<file path="src/rtl/alu_pkg.sv">
// Shared encodings for the ALU issue/response sequencer: select codes,
// ALUOp/funct3 decode constants, FSM states and the internal operation set.
package alu_pkg;

  localparam logic [3:0] ALU_SEL_AND = 4'b0000;
  localparam logic [3:0] ALU_SEL_OR  = 4'b0001;
  localparam logic [3:0] ALU_SEL_ADD = 4'b0010;
  localparam logic [3:0] ALU_SEL_SUB = 4'b0110;
  // The ALU answers 0 for these two codes, so they are never issued.
  localparam logic [3:0] ALU_SEL_SLT = 4'b0111;
  localparam logic [3:0] ALU_SEL_NOR = 4'b1100;

  localparam logic [1:0] ALUOP_ADD   = 2'b00;
  localparam logic [1:0] ALUOP_SUB   = 2'b01;
  localparam logic [1:0] ALUOP_RTYPE = 2'b10;
  localparam logic [1:0] ALUOP_NOR   = 2'b11;

  localparam logic [2:0] F3_ADD_SUB = 3'b000;
  localparam logic [2:0] F3_SLT     = 3'b010;
  localparam logic [2:0] F3_OR      = 3'b110;
  localparam logic [2:0] F3_AND     = 3'b111;

  typedef enum logic [1:0] {
    ST_IDLE,
    ST_EXEC,
    ST_FIX,
    ST_RESP
  } state_e;

  typedef enum logic [2:0] {
    OP_ADD,
    OP_SUB,
    OP_AND,
    OP_OR,
    OP_SLT,
    OP_NOR,
    OP_ILL
  } op_e;

endpackage

</file>
<file path="src/rtl/alu_decode.sv">
// Maps ALUOp/funct3/funct7[5] to an internal operation, the select code the
// ALU is driven with, and whether a fix-up step follows the ALU pass.
module alu_decode
  import alu_pkg::*;
(
  input  logic [1:0] aluop,
  input  logic [2:0] funct3,
  input  logic       funct7_5,
  output op_e        op,
  output logic [3:0] sel,
  output logic       two_step
);

  always_comb begin
    // NOTE: every output gets a default first so no path leaves it unassigned (no latch).
    op = OP_ILL;
    case (aluop)
      ALUOP_ADD: op = OP_ADD;
      ALUOP_SUB: op = OP_SUB;
      ALUOP_NOR: op = OP_NOR;
      default: begin
        case (funct3)
          F3_ADD_SUB: op = funct7_5 ? OP_SUB : OP_ADD;
          F3_SLT:     op = OP_SLT;
          F3_OR:      op = OP_OR;
          F3_AND:     op = OP_AND;
          default:    op = OP_ILL;
        endcase
      end
    endcase
  end

  // SLT runs as a subtract and NOR as an OR; the fix-up finishes them.
  always_comb begin
    sel      = ALU_SEL_AND;
    two_step = 1'b0;
    case (op)
      OP_ADD: sel = ALU_SEL_ADD;
      OP_SUB: sel = ALU_SEL_SUB;
      OP_AND: sel = ALU_SEL_AND;
      OP_OR:  sel = ALU_SEL_OR;
      OP_SLT: begin
        sel      = ALU_SEL_SUB;
        two_step = 1'b1;
      end
      OP_NOR: begin
        sel      = ALU_SEL_OR;
        two_step = 1'b1;
      end
      default: sel = ALU_SEL_AND;
    endcase
  end

endmodule

</file>
<file path="src/rtl/alu_sequencer.sv">
// Registered issue/response front end for the external combinational ALU:
// one request in flight, optional fix-up pass for SLT and NOR.
module alu_sequencer #(
  parameter int XLEN = 32
) (
  input  logic            clk,
  input  logic            rst,
  input  logic            req_valid,
  output logic            req_ready,
  input  logic [1:0]      req_aluop,
  input  logic [2:0]      req_funct3,
  input  logic            req_funct7_5,
  input  logic [XLEN-1:0] req_rs1,
  input  logic [XLEN-1:0] req_rs2,
  output logic [XLEN-1:0] alu_rs1_data,
  output logic [XLEN-1:0] alu_rs2_data,
  output logic [3:0]      alu_sel,
  input  logic [XLEN-1:0] alu_out,
  output logic            rsp_valid,
  input  logic            rsp_ready,
  output logic [XLEN-1:0] rsp_data,
  output logic            rsp_zero,
  output logic            rsp_illegal
);
  import alu_pkg::*;

  state_e          state_q, state_d;
  op_e             dec_op, op_q;
  logic [3:0]      dec_sel, sel_q;
  logic            dec_two_step, two_step_q;
  logic [XLEN-1:0] rs1_q, rs2_q, cap_q;
  logic [XLEN-1:0] fix_result;
  logic            slt_bit;

  alu_decode u_decode (
    .aluop    (req_aluop),
    .funct3   (req_funct3),
    .funct7_5 (req_funct7_5),
    .op       (dec_op),
    .sel      (dec_sel),
    .two_step (dec_two_step)
  );

  always_ff @(posedge clk) begin
    // NOTE: sequential state uses non-blocking assignments so all registers update together.
    if (rst) state_q <= ST_IDLE;
    else     state_q <= state_d;
  end

  always_comb begin
    state_d      = state_q;
    req_ready    = 1'b0;
    rsp_valid    = 1'b0;
    alu_sel      = ALU_SEL_AND;
    alu_rs1_data = '0;
    alu_rs2_data = '0;
    case (state_q)
      ST_IDLE: begin
        req_ready = !rst;
        if (req_valid) state_d = (dec_op == OP_ILL) ? ST_RESP : ST_EXEC;
      end
      ST_EXEC: begin
        alu_sel      = sel_q;
        alu_rs1_data = rs1_q;
        alu_rs2_data = rs2_q;
        state_d      = two_step_q ? ST_FIX : ST_RESP;
      end
      ST_FIX:  state_d = ST_RESP;
      ST_RESP: begin
        rsp_valid = 1'b1;
        if (rsp_ready) state_d = ST_IDLE;
      end
      default: state_d = ST_IDLE;
    endcase
  end

  // Sign-differing operands make the wrapped difference unreliable; rs1's sign decides.
  assign slt_bit    = (rs1_q[XLEN-1] ^ rs2_q[XLEN-1]) ? rs1_q[XLEN-1] : cap_q[XLEN-1];
  assign fix_result = (op_q == OP_SLT) ? {{(XLEN-1){1'b0}}, slt_bit} : ~cap_q;

  always_ff @(posedge clk) begin
    if (rst) begin
      op_q        <= OP_ADD;
      sel_q       <= ALU_SEL_AND;
      two_step_q  <= 1'b0;
      rs1_q       <= '0;
      rs2_q       <= '0;
      cap_q       <= '0;
      rsp_data    <= '0;
      rsp_zero    <= 1'b0;
      rsp_illegal <= 1'b0;
    end else begin
      case (state_q)
        ST_IDLE: begin
          if (req_valid) begin
            op_q       <= dec_op;
            sel_q      <= dec_sel;
            two_step_q <= dec_two_step;
            rs1_q      <= req_rs1;
            rs2_q      <= req_rs2;
            if (dec_op == OP_ILL) begin
              rsp_data    <= '0;
              rsp_zero    <= 1'b1;
              rsp_illegal <= 1'b1;
            end else begin
              rsp_illegal <= 1'b0;
            end
          end
        end
        ST_EXEC: begin
          if (two_step_q) begin
            cap_q <= alu_out;
          end else begin
            rsp_data <= alu_out;
            rsp_zero <= (alu_out == '0);
          end
        end
        ST_FIX: begin
          rsp_data <= fix_result;
          rsp_zero <= (fix_result == '0);
        end
        default: ;
      endcase
    end
  end

endmodule

</file>
<file path="config.mk">
export PLATFORM = sky130hd
export DESIGN_NAME = alu_sequencer
export DESIGN_NICKNAME = d
export VERILOG_FILES = /design/src/rtl/alu_pkg.sv /design/src/rtl/alu_decode.sv /design/src/rtl/alu_sequencer.sv
export SDC_FILE = /design/constraint.sdc
export NUM_CORES = 1
export LEC_CHECK = 0
export BUFFER_PORTS_ARGS = -buffer_cell sky130_fd_sc_hd__buf_2
export CORE_MARGIN = 3
export CORE_UTILIZATION = 54
export CTS_CLUSTER_DIAMETER = 100
export DETAILED_ROUTE_END_ITERATION = 10
export GPL_ROUTABILITY_DRIVEN = 0
export GPL_TIMING_DRIVEN = 0
export HOLD_SLACK_MARGIN = 0.08
export PLACE_DENSITY = 0.86
export SKIP_LAST_GASP = 1
export SLEW_MARGIN = 15
export SYNTH_ARGS = -nofsm -noshare
export SYNTH_HDL_FRONTEND = slang
export SYNTH_SLANG_ARGS = --single-unit
</file>
<file path="constraint.sdc">
create_clock -name clk -period 5 [get_ports clk]
set_clock_uncertainty 0.15 [all_clocks]
set_input_delay 0.5 -clock clk [delete_from_list [all_inputs] [get_ports clk]]
set_output_delay 0.5 -clock clk [all_outputs]
set_load 0.02 [all_outputs]
</file>
Word level (Yosys, flattened, before mapping)
Cells that the tools add are included.

Memories kept: 0. RAM bits: 0. Memory bits (read-only): 0. Input port bits: 106. Register bits after elaboration: 140. Output and inout bits: 104. Word-level logic and storage cells: 71. Latch bits: 0.

Bitwise logic cells: 2. Shift operators: 0. Order comparisons: 0. Div/mod/pow operators: 0. Reduce and logical (&&, ||, !) cells: 15. Equal/unequal tests: 18. $add $sub $neg: 0. $mul: 0. Multiplexer cells: 26.

Operator list (count): $mux W32 (6); $pmux W32 S3 (1); $logic_not A32 Y1 (2); $not A32 Y32 (1); $eq A3 B3 Y1 const B (6); $pmux W3 S3 (2); $pmux W3 S4 (1); $mux W1 (10); $ne A2 B2 Y1 const B (4); $pmux W2 S4 (1); $eq A2 B2 Y1 const B (3); $eq A3 B2 Y1 const B (2); $logic_not A3 Y1 (2); $mux W2 (3); $reduce_and A2 Y1 (3); $reduce_or A2 Y1 (3); $eq A2 B1 Y1 const B (2); $logic_not A2 Y1 (2); $mux W4 (1); $reduce_and A4 Y1 (1); $eq A3 B1 Y1 const B (1); $pmux W1 S3 (1); $reduce_bool A3 Y1 (1); $logic_not A1 Y1 (1); $xor A1 B1 Y1 (1).

Logic depth before layout (Yosys ltp)
Word-level depth: 7. Mapped depth: 9. Mapped depth without buffers: 7.

Cells and area by module
From an unflattened synthesis, not the netlist that was laid out.

Cells, all modules: 826. Area total of the unflattened synthesis: 6123.4 sq um.

By module, submodules not included: alu_sequencer (cells each 804, times used 1, area each 5973.2 sq um); alu_decode (cells each 22, times used 1, area each 150.1 sq um).

Worst setup path before layout
OpenSTA, ideal clock, no wires.

Path type: register to output. From: register state_q[1]. To: output alu_rs1_data[31]. Buffers on the path: 2. Setup slack: 2.990 ns. Cell stages (with the launch flop): 6. Data required time: 4.350 ns. Data arrival time: 1.360 ns. Cell sequence: dfxtp_1 -> inv_1 -> ha_1 -> clkbuf_1 -> clkbuf_1 -> and2_1.

Cells in the longest elaborated chain, start to end: 2.

Ends and longest elaborated chain: start, declared (line alu_sequencer.sv:27) `state_e state_q, state_d;`; start signal, assigned (line alu_sequencer.sv:47) `else state_q <= state_d;`; $eq A2 B1 Y1 (line alu_sequencer.sv:57) `case (state_q)`; $mux W32 (line alu_sequencer.sv:57); end, declared (line alu_sequencer.sv:15) `output logic [XLEN-1:0] alu_rs1_data,`.

No other way between the ends.

Final worst setup path
From: register state_q[1]. To: output alu_sel[1].

Cells in the longest elaborated chain, start to end: 2.

Ends and longest elaborated chain: $eq A2 B1 Y1 (line alu_sequencer.sv:57); $mux W4 (line alu_sequencer.sv:57); end, declared (line alu_sequencer.sv:17) `output logic [3:0] alu_sel,`.

No other way between the ends.

==> out/qor.csv <==
metric;value;unit
status;finished, final reports clean;
die_w;112;um
critPathCapture;alu_sel[1];
vias;7112;
std_cell_rows;37;
cts_setup_buffers;0;
grt_max_degree;17;
seq_area;2780;sq um
startpoint;state_q[1];
worst-endpoint-required;4350;ps
slew_violations;0;
multi_input_area;2940;sq um
synth_seq_cells;139;
r2r_slack;2530;ps
grt.overflow.total;0;
crit_type;reg -> out;
cpMostUsedCell;clkbuf_1;
port_buffers;207;
critPathCaptureType;output port;
path_clk_slew;60;ps
finalPower;4.25;mW
avgRoutedWirePerCell;16.9;um
worstSetupStartpointType;register;
antenna_found_initial;0;
cts-hold-fix-buffers;73;
cts_sinks;139;
ctsHtreeMaxLevel;4;
synth.avg_cell_area;7.40;sq um
dieArea;12400;sq um
timing.rr.end;rsp_illegal;
core_area;10600;sq um
fillers;671;
cts_tree;done;
cp.arrival;2560;ps
fin_tns_setup;0;ps
hold_violations;0;
crit_path_top_delay_cell;clkbuf_1;
fin_crit_sh;64.2;%
ys_async_sr_fraction;0;%
start_util;57.0;%
grt_pass1_vias;6747;
grt_use_total;33.7;%
ys_warn_count;0;
insertion_delay;530;ps
rsz0062_at_grt;false;
ir_drop;0.378;mV
slowest_delay;540;ps
layout-drive-gt1-share;22.1;%
max_cap_violations;0;
ant_nets;0;
ys_seq_area_share;46.3;%
setup_viol;0;
path_cells;inv_1, ha_1, clkbuf_1, clkbuf_1, and2_1, buf_2;
netlist_area;6010;sq um
yosys_most_used_dff;dfxtp_1;
dp_hpwl;12700;um
hp-start;alu_out[19];
diodes;0;
num_io_pins;210;
die_y;112;um
power_density;495;nW/um^2
syn_inst;812;
tightest_slew;670;ps
synth.distinct_cells;37;
vias_per_cell;5.64;
reg2reg_depth;7;
layout.nets;1224;
path_max_fanout;10;
max-slew-margin-rel;55.3;%
fmax;312;MHz
period_needed;3210;ps
synth-edff-count;0;
ctsResizeCount;0;
cellLeakagePower;3.67;nW
routed_wl;21400;um
syn_to_final_growth;42.8;%
drtIter0Drc;664;
cts_buffers;17;
hold_class;in -> reg;
cts_root_buf;clkbuf_8;
clockBufferDepth;2;
drt-pass1-iter-count;7;
syn_nets;924;
r2r-start;state_q[0];
drc;0;
grt_pass1_wl;34000;um
state kept, by name, summed over array words and instances (netlist names):
name / count
rsp_data: 32
state_q: 2
sel_q: 3
rs1_q: 32
rsp_zero: 1
rsp_illegal: 1
op_q: 3
two_step_q: 1
cap_q: 32
rs2_q: 32
per-stage QoR:
| step | cells | cell area [sq um] | setup slack (ps) | hold slack (ps) | utilization [%] |
|---|---|---|---|---|---|
| finish | 1261 | 8580 | 1790 | 87.0 | 81.3 |
| global placement | 1155 | 7220 | 2390 | 287 | 68.4 |
| floorplan | 812 | 6010 | 2990 | 277 | - |
| global route | 1261 | 8580 | 1620 | 87.9 | 81.3 |
| CTS | 1260 | 8570 | 1790 | 80.3 | 81.2 |
| detailed placement | 1155 | 7220 | 2360 | 292 | 68.4 |
critical path, delay by kind of cell, from the launching register on:
kind	cells	cell delay, ps
fa+ha+maj	1	210
flops	1	370
simple gates	1	190
buf+inv	4	1250
area by class of cell:
class | count | area share [%]
multi-input cells | 600 | 34.2
flip-flops and latches | 139 | 32.4
repair buffers | 281 | 20.7
clock buffers | 22 | 5.39
plain buffers | 64 | 2.99
well taps | 136 | 1.98
clock inverters | 10 | 1.89
inverters | 9 | 0.394
cells by family after synthesis:
logic type | after synthesis | synth area share [%]
AOI/OAI and AO/OA | 184 | 16.4
adders and majority gates | 7 | 1.42
buffers and inverters | 73 | 4.83
DFF | 139 | 46.3
muxes | 1 | 0.166
other | 1 | 0.0624
and+or+nand+nor | 407 | 30.8
worst min-delay path by stage:
| stage | depth (start not counted) | end | slack (ps) |
|---|---|---|---|
| after detailed placement | 2 | rs2_q[28] | 290 |
| after global routing | 3 | cap_q[19] | 90 |
| after global placement | 2 | rs2_q[2] | 290 |
| final | 3 | cap_q[19] | 90 |
| after CTS | 3 | cap_q[0] | 80 |
| after floorplan | 2 | sel_q[2] | 280 |
cell usage in the layout, fill, tap and decap left out, types with 2 or more instances in the layout:
cell	synthesis	layout
nand2_1	265	265
buf_2	4	211
dfxtp_1	139	139
a21oi_1	134	134
dlygate4sd3_1	0	74
and2_1	70	70
clkbuf_1	52	54
nand3_1	34	34
o21ai_0	32	32
clkbuf_16	0	16
nor2_1	10	10
inv_1	9	9
nand4_1	8	8
nor4_1	7	7
ha_1	6	6
buf_1	5	5
a211oi_1	4	4
clkbuf_8	0	4
bufinv_16	0	4
a22oi_1	3	3
o41ai_1	3	3
nor3_1	3	3
buf_4	3	3
or3b_1	2	2
or4_1	2	2
o21a_1	2	2
clkinvlp_4	0	2
clkinv_2	0	2
metal layers:
layer | GRT usage, % | routed length (um)
met5 | 0 | 0
met4 | 17.0 | 1020
met3 | 8.80 | 2090
met2 | 56.1 | 10100
met1 | 40.2 | 8190
cells in the mapped netlist (all sizes together), types with 4 or more instances:
cell type | n | area share, %
nand2 | 265 | 17
nor4 | 7 | 0.73
o21ai | 32 | 2.7
ha | 6 | 1.2
a21oi | 134 | 11
inv | 9 | 0.56
nand3 | 35 | 3.1
and2 | 70 | 7.3
dfxtp | 139 | 46
buf | 12 | 1.0
a211oi | 4 | 0.50
nor2 | 10 | 0.62
nand4 | 8 | 0.83
clkbuf | 52 | 3.2
power by group:
part / leakage (nW) / internal (mW) / switching [mW]
Clock: 0.302 / 0.852 / 0.491
Sequential: 1.13 / 1.28 / 0.0986
Combinational: 2.23 / 0.476 / 1.06
Note: power is estimated with default switching activity, not from simulation.
